===== src/rtl/uart_tx_mux.sv =====
// Round-robin message arbiter feeding a single uart_tx write port.
// Locks onto one producer for a whole message and can prefix it with an ASCII "<ch>:" tag.
module uart_tx_mux #(
  parameter int N_CH      = 4,
  parameter int PREFIX_EN = 1,
  parameter int TIMEOUT   = 1024,
  localparam int SEL_W    = (N_CH > 1) ? $clog2(N_CH) : 1
) (
  input  logic              clk,
  input  logic              rst_n,
  input  logic [N_CH-1:0]   ch_req,
  input  logic [N_CH-1:0]   ch_last,
  input  logic [8*N_CH-1:0] ch_data,
  output logic [N_CH-1:0]   ch_gnt,
  output logic              o_wreq,
  output logic [7:0]        o_wdata,
  input  logic              i_wgnt,
  output logic              o_busy,
  output logic [SEL_W-1:0]  o_sel,
  output logic [1:0]        o_state
);

  // Handshake: a byte moves on any cycle where o_wreq and i_wgnt are both high;
  // o_wreq never looks at i_wgnt, so the sink may derive i_wgnt from o_wreq.

  localparam int CNT_W = (TIMEOUT > 1) ? $clog2(TIMEOUT) : 1;
  localparam int TO_M1 = (TIMEOUT > 0) ? TIMEOUT - 1 : 0;

  typedef enum logic [1:0] {
    S_IDLE  = 2'd0,
    S_TAG   = 2'd1,
    S_COLON = 2'd2,
    S_DATA  = 2'd3
  } state_e;

  state_e             state_q, state_d;
  logic [SEL_W-1:0]   sel_q, sel_d;
  logic [SEL_W-1:0]   last_win_q, last_win_d;
  logic [CNT_W-1:0]   idle_cnt_q, idle_cnt_d;

  logic [7:0]         data_arr [N_CH];
  logic [SEL_W-1:0]   pick;
  logic [SEL_W-1:0]   idx_sel;
  logic               found;
  int                 idx;

  for (genvar g = 0; g < N_CH; g++) begin : g_unpack
    assign data_arr[g] = ch_data[8*g +: 8];
  end

  // Rotating search starting just after the last message winner.
  always_comb begin
    pick    = last_win_q;
    found   = 1'b0;
    idx     = 0;
    idx_sel = '0;
    for (int i = 1; i <= N_CH; i++) begin
      idx     = (int'(last_win_q) + i) % N_CH;
      idx_sel = SEL_W'(idx);
      if (!found && ch_req[idx_sel]) begin
        found = 1'b1;
        pick  = idx_sel;
      end
    end
  end

  always_ff @(posedge clk or negedge rst_n) begin
    if (!rst_n) begin
      state_q    <= S_IDLE;
      sel_q      <= '0;
      last_win_q <= SEL_W'(N_CH - 1);
      idle_cnt_q <= '0;
    end else begin
      state_q    <= state_d;
      sel_q      <= sel_d;
      last_win_q <= last_win_d;
      idle_cnt_q <= idle_cnt_d;
    end
  end

  always_comb begin
    state_d    = state_q;
    sel_d      = sel_q;
    last_win_d = last_win_q;
    idle_cnt_d = idle_cnt_q;
    o_wreq     = 1'b0;
    o_wdata    = '0;
    ch_gnt     = '0;
    unique case (state_q)
      S_IDLE: begin
        idle_cnt_d = '0;
        if (found) begin
          sel_d   = pick;
          state_d = (PREFIX_EN != 0) ? S_TAG : S_DATA;
        end
      end
      S_TAG: begin
        idle_cnt_d = '0;
        o_wreq     = 1'b1;
        o_wdata    = 8'h30 + 8'(sel_q);
        if (i_wgnt) state_d = S_COLON;
      end
      S_COLON: begin
        idle_cnt_d = '0;
        o_wreq     = 1'b1;
        o_wdata    = 8'h3A;
        if (i_wgnt) state_d = S_DATA;
      end
      S_DATA: begin
        o_wreq        = ch_req[sel_q];
        o_wdata       = data_arr[sel_q];
        ch_gnt[sel_q] = ch_req[sel_q] & i_wgnt;
        if (ch_req[sel_q]) begin
          idle_cnt_d = '0;
          if (i_wgnt && ch_last[sel_q]) begin
            state_d    = S_IDLE;
            last_win_d = sel_q;
          end
        end else if (TIMEOUT > 0) begin
          // A stalled producer gives up the lock; its message is simply cut short.
          if (idle_cnt_q == CNT_W'(TO_M1)) begin
            state_d    = S_IDLE;
            last_win_d = sel_q;
            idle_cnt_d = '0;
          end else begin
            idle_cnt_d = idle_cnt_q + 1'b1;
          end
        end
      end
      default: state_d = S_IDLE;
    endcase
  end

  assign o_busy  = (state_q != S_IDLE);
  assign o_sel   = sel_q;
  assign o_state = state_q;

endmodule

===== config.mk =====
export PLATFORM = sky130hd
export DESIGN_NAME = uart_tx_mux
export DESIGN_NICKNAME = d
export VERILOG_FILES = /design/src/rtl/uart_tx_mux.sv
export SDC_FILE = /design/constraint.sdc
export NUM_CORES = 1
export LEC_CHECK = 0
export CORE_MARGIN = 1.5
export CORE_UTILIZATION = 40
export CTS_CLUSTER_DIAMETER = 30
export DETAILED_ROUTE_END_ITERATION = 7
export PLACE_DENSITY = 0.79
export SLEW_MARGIN = 30
export SYNTH_ARGS = -nofsm -noshare
export SYNTH_HDL_FRONTEND = slang
export SYNTH_SLANG_ARGS = --single-unit

===== constraint.sdc =====
create_clock -name clk -period 2.3 [get_ports clk]
set_input_delay 0.575 -clock clk [delete_from_list [all_inputs] [get_ports clk]]
set_output_delay 0.575 -clock clk [all_outputs]
set_load 0.02 [all_outputs]

==> flow_metrics.tcl, run 1 <==
set metrics [dict create \
    syn_nets 180 \
    avgSynthCellArea_um2 9.61 \
    dp_hpwl_um 2830 \
    fin_worst_skew_ns 0.0137 \
    timing.fmax_mhz 425 \
    relSlewSlack_pct 50.9 \
    ys_seq_elements 16 \
    area_growth_pct 70.4 \
    cts_sinks 16 \
    nets 261 \
    cts_root_buffer "clkbuf_4" \
    hold_buffers 0 \
    htreeDepth 1 \
    ys_seq_area_share_pct 31.8 \
    required_ns 1.73 \
    synth-edff-count 0 \
    whs_ns 0.512 \
    yosysMostFrequentCell "nor2_1" \
    intPower_mw 1.40 \
    worstSkewPairLatency_ns 0.30 \
    dr.pass1.iters 4 \
    yosysWarnings 0 \
    grt_pass1_vias 1373 \
    ant_nets 0 \
    crit_type "reg -> out" \
    hold_path.startpoint "idle_cnt_q[0]" \
    syn_area_um2 1270 \
    die-area_um2 3520 \
    portBuffers 60 \
    pwr-share-clk_pct 7.9 \
    synthCells 132 \
    routed_wl_um 3710 \
    worst_setup_path_end_kind "output port" \
    crit_buf_inv 1 \
    antenna_found_initial 0 \
    leakage_nw 1.01 \
    final_cells 256 \
    cp_max_fo 5 \
    endpoint "ch_gnt[1]" \
    synth_common_cells "nor2_1, dfrtp_1, nand2_1, inv_1, mux4_2" \
    p_switching_mw 1.06 \
    start_util_pct 41.9 \
    synth_top_flop_cell "dfrtp_1" \
    fin_crit_ns 2.35 \
    worst_r2r_startpoint "o_sel[0]" \
    die_h_um 59.3 \
    rrSetupSlack_ns 0.18 \
    place_congestion 0.790 \
    violations "setup timing" \
    finalCritPeriodShare_pct 102 \
    grt_pass1_wl_um 5720 \
    drc_errors 0 \
    async_reset_ff_share_pct 100 \
    drive_gt1_share_pct 34.4 \
    p_total_mw 2.46 \
    setup_ws_ns -0.0523 \
    combinationalPowerShare_pct 73.6 \
    nFillCells 229 \
    synth_area_leaders "dfrtp_1, mux4_2, nor2_1, ha_1, dfstp_2" \
    pwr-share-seq_pct 18.6 \
    synthDistinctLibCells 36 \
    ir_drop_uv 709 \
    viasPerCell 5.31 \
    drt_iter0_drc 45 \
    p_sw_share_pct 43.2 \
    dp.cells 249 \
    wire_per_inst_um 14.5 \
    finalSetupTns_ns -0.270 \
    setup_viol 10 \
    worst_r2r_endpoint "o_state[1]" \
    slew_violations 0 \
    die_w_um 59.3 \
    grt-ovfl-total 0 \
    io_pins 61 \
    p_per_area_nw_per_um2 1140 \
    cts_buffer_depth 2 \
    core_area_um2 3030 \
    hold_viol 0 \
    num_antenna_cells 0 \
    cp-start-kind "register" \
    tightestPinTransition_ns 0.735 \
    startpoint "o_sel[0]" \
    yosysTopAreaCell "dfrtp_1" \
    reg2reg_depth 6 \
    cp_cell_sequence "mux4_2, and2_4, nand3_2, nor2_1, buf_4" \
    cts_buffers 3 \
    synth_top_area_share_pct 27.6 \
    drv_cap 0 \
    hp-class "reg -> reg" \
    critPathSlowestCell "mux4_2" \
    rsz0062_at_grt "true" \
    clk_pin_slew_worst_paths_ns 0.09 \
    slowest_delay_ns 0.57 \
    rows 20 \
    status "finished with violations" \
    vias 1359 \
    cp_top_family "multiplexers" \
    gr-usage-all-layers_pct 21.2 \
    cp.arrival_ns 1.78 \
    cts_tree "done" \
    grt_max_degree 17 \
    crit_cells 5 \
]
-- what timing repair did --
| action | CTS | global route |
|---|---|---|
| gates resized for setup | 116 | 18 |
| endpoints found under the hold margin | 0 | 0 |
| pin swaps | 13 | 8 |
| endpoints found under the setup margin | 15 | 14 |
| buffers inserted | 1 | 2 |
-- layer usage --
layer  vias up  part of all wire [%]  GRT usage (%)
li1        642                     -              -
met1       639                    37           23.9
met2        72                    53           39.2
met3         6                   8.5           5.02
met4         0                   1.5           5.84
met5         -                     0              0
-- layout make-up --
cell class | instances | area [µm²] | area share [%]
Multi-Input combinational cell | 101 | 862 | 39.9
Timing Repair Buffer | 83 | 774 | 35.8
Sequential cell | 16 | 404 | 18.7
Tap cell | 44 | 55.1 | 2.55
Clock buffer | 4 | 36.3 | 1.68
Inverter | 8 | 30.0 | 1.39
-- flip-flops by register name (all words and copies together) (netlist names) --
name / count
idle_cnt_q: 10
last_win_q: 2
o_sel: 2
o_state: 2
-- cell families after synthesis --
group           share of synthesized area (%)
simple gates                             20.3
compound gates                           10.4
mux                                      22.7
flops                                    31.8
buf+inv                                  5.82
xor+xnor                                 4.14
fa+ha+maj                                4.93
-- cell usage in the layout, fill, tap and decap left out, drive strengths merged --
| master | n |
|---|---|
| a21oi | 5 |
| a221oi | 2 |
| a22oi | 1 |
| a2bb2oi | 1 |
| a31oi | 1 |
| and2 | 2 |
| and3 | 3 |
| buf | 36 |
| clkbuf | 5 |
| clkdlybuf4s15 | 3 |
| clkdlybuf4s50 | 17 |
| dfrtp | 14 |
| dfstp | 2 |
| dlygate4sd2 | 16 |
| dlymetal6s2s | 10 |
| ha | 5 |
| inv | 8 |
| mux2 | 3 |
| mux2i | 4 |
| mux4 | 9 |
| nand2 | 9 |
| nand2b | 4 |
| nand3 | 4 |
| nand4 | 3 |
| nor2 | 21 |
| nor3 | 5 |
| nor4 | 1 |
| o21a | 2 |
| o21ai | 4 |
| o221ai | 2 |
| o31ai | 1 |
| or2 | 1 |
| or3 | 2 |
| xnor2 | 2 |
| xor2 | 4 |
-- power by group through the flow --
stage               clock network [mW]  registers (mW)  logic [mW]
finish                           0.194           0.457        1.81
global route                     0.209           0.467        1.91
CTS                              0.192           0.454        1.70
detailed placement                   0           0.451        1.60
global placement                     0           0.451        1.56
floorplan                            0           0.454       0.915
-- worst min path at each step --
stage | endpoint | slack [ns] | cells after the start
floorplan | idle_cnt_q[0] | 0.28 | 0
global placement | idle_cnt_q[0] | 0.47 | 1
detailed placement | idle_cnt_q[0] | 0.48 | 1
CTS | idle_cnt_q[0] | 0.52 | 1
global route | idle_cnt_q[0] | 0.53 | 1
finish | idle_cnt_q[0] | 0.51 | 1
-- metrics by stage --
| step | instance area (µm²) | setup WS [ns] | util, % |
|---|---|---|---|
| final | 2160 | -0.0523 | 71.4 |
| after global routing | 2160 | -0.119 | 71.4 |
| after CTS | 2110 | -0.0811 | 69.5 |
| after detailed placement | 2030 | -0.650 | 67.1 |
| after global placement | 2030 | -0.650 | 67.1 |
| after floorplan | 1270 | 0.0638 | - |
No activity file was read; power rests on OpenSTA's default activity.
==> run 2, diff against run 1 <==
--- a/config.mk
+++ b/config.mk
@@ -10,6 +10,7 @@
 export CTS_CLUSTER_DIAMETER = 30
 export DETAILED_ROUTE_END_ITERATION = 7
 export PLACE_DENSITY = 0.79
+export REMOVE_ABC_BUFFERS = 1
 export SLEW_MARGIN = 30
 export SYNTH_ARGS = -nofsm -noshare
 export SYNTH_HDL_FRONTEND = slang
==> run 2 against run 1 <==
Compared with the run above: the run still ends with setup timing left; non-clock buffer count shrank 2; utilization down 2.7 points; sequential share of layout area increased by 0.74 points; final cell count down 0.78%; register-to-register slack better by 0.16 ns; final area decreased by 3.8%; hold slack got worse by 0.011 ns; highest routed layer is now met3.
==> flow_metrics.tcl, run 2 (synthesis gave the netlist of run 1 again) <==
set metrics [dict create \
    worst_setup_path_end_kind "output port" \
    cp-start-kind "register" \
    core_area_um2 3030 \
    grt_max_degree 17 \
    tightestPinTransition_ns 0.702 \
    crit_type "reg -> out" \
    ant_nets 0 \
    cts_sinks 16 \
    relSlewSlack_pct 53.1 \
    nets 259 \
    top_layer_used "met3" \
    area_growth_pct 63.9 \
    dp_hpwl_um 2780 \
    final_cell_mix "buf_4, clkdlybuf4s50_1, nor2_1, dlygate4sd2_1, dfrtp_1" \
    rsz0062_at_grt "true" \
    status "finished with violations" \
    dp.cells 249 \
    htreeDepth 1 \
    die-area_um2 3520 \
    cts_tree "done" \
    antenna_found_initial 0 \
    viasPerCell 5.19 \
    leakage_nw 0.893 \
    clk_pin_slew_worst_paths_ns 0.09 \
    finalCritPeriodShare_pct 103 \
    grt_pass1_wl_um 5540 \
    timing.fmax_mhz 421 \
    die_w_um 59.3 \
    ir_drop_uv 619 \
    place_congestion 0.791 \
    drv_cap 0 \
    slew_violations 0 \
    start_util_pct 41.9 \
    cp_max_fo 5 \
    fin_worst_skew_ns 0.00190 \
    hold_buffers 0 \
    setup_ws_ns -0.0732 \
    drc_errors 0 \
    cts_buffer_depth 2 \
    cts_buffers 3 \
    cts_root_buffer "clkbuf_4" \
    p_per_area_nw_per_um2 1090 \
    gr-usage-all-layers_pct 20.0 \
    p_total_mw 2.28 \
    routed-wl-met2_um 1710 \
    cp.arrival_ns 1.80 \
    hp-class "reg -> reg" \
    fin_crit_ns 2.37 \
    wire_per_inst_um 13.0 \
    grt_pass1_vias 1349 \
    met1_length_um 1380 \
    io_pins 61 \
    routed_wl_um 3290 \
    drt_iter0_drc 55 \
    fin_util_pct 68.7 \
    rows 20 \
    top_register "idle_cnt_q" \
    hold_viol 0 \
    setup_viol 6 \
    violations "setup timing" \
    final_cells 254 \
    layout_commonest_cell "buf_4" \
    worstSkewPairLatency_ns 0.28 \
    largest_reg_flops 10 \
    portBuffers 60 \
    dr.pass1.iters 4 \
    wl_met3_um 196 \
    grt-ovfl-total 0 \
    num_antenna_cells 0 \
    vias 1319 \
    die_h_um 59.3 \
    drive_gt1_share_pct 31.9 \
    required_ns 1.73 \
]
run 2: cell types whose count changed in the layout (fill, tap and decap cells not counted), sizes merged:
cell           before  now
dlymetal6s2s       10    0
clkdlybuf4s50      17   25
buf                36   33
dlygate4sd2        16   18
clkdlybuf4s15       3    4
run 2: what timing repair did:
item | 4_1_cts | 5_1_grt
buffers inserted | 1 | 0
setup endpoints to repair | 14 | 13
gates resized for setup | 110 | 3
pin swaps | 11 | 1
run 2: path summary, 6_finish.rpt:
kind,startpoint,endpoint,slack (ns),depth (start not counted)
max,o_sel[0],o_wdata[0],-0.07,5
min,idle_cnt_q[0],idle_cnt_q[0],0.50,1
max reg2reg,o_sel[0],o_state[1],0.34,5
min reg2reg,idle_cnt_q[0],idle_cnt_q[0],0.50,1
max in group asynchronous,rst_n,o_sel[0],1.11,1
min in group asynchronous,rst_n,idle_cnt_q[5],0.71,1
run 2: per-layer routing:
layer | up-vias | track usage (%)
met3 | 0 | 2.84
met1 | 639 | 23.9
met2 | 48 | 37.8
met5 | - | 0
met4 | 0 | 3.90
li1 | 632 | -
run 2: layout make-up:
| class | count | area, µm² |
|---|---|---|
| timing repair buffer | 81 | 718 |
| fill | 242 | 948 |
| multi-input combinational | 101 | 836 |
| tap | 44 | 55.1 |
| inverter | 8 | 30.0 |
| sequential | 16 | 404 |
| clock buffer | 4 | 36.3 |
run 2: through the flow:
step           hold WS (ns)  area (µm²)  setup slack, ns  setup TNS [ns]
2_1_floorplan         0.279        1220          -0.0667          -0.280
3_3_place_gp          0.476        2030           -0.640           -7.58
3_5_place_dp          0.491        2030           -0.680           -8.31
4_1_cts               0.503        2090          -0.0810          -0.277
5_1_grt               0.522        2080           -0.167          -0.991
6_report              0.500        2080          -0.0732          -0.266
run 2: worst max-delay path, stage by stage (launching register included):
cell and delay [ns]:
dfrtp_2 0.44, buf_4 0.18, mux4_2 0.51, a22oi_2 0.17
nor2_1 0.07, buf_4 0.15
run 2: where the power goes:
part	leakage, nW	switching, mW	internal, mW
registers	0.207	0.0902	0.358
clock network	0.0210	0.0873	0.0962
logic	0.665	0.779	0.866
total	0.893	0.957	1.32
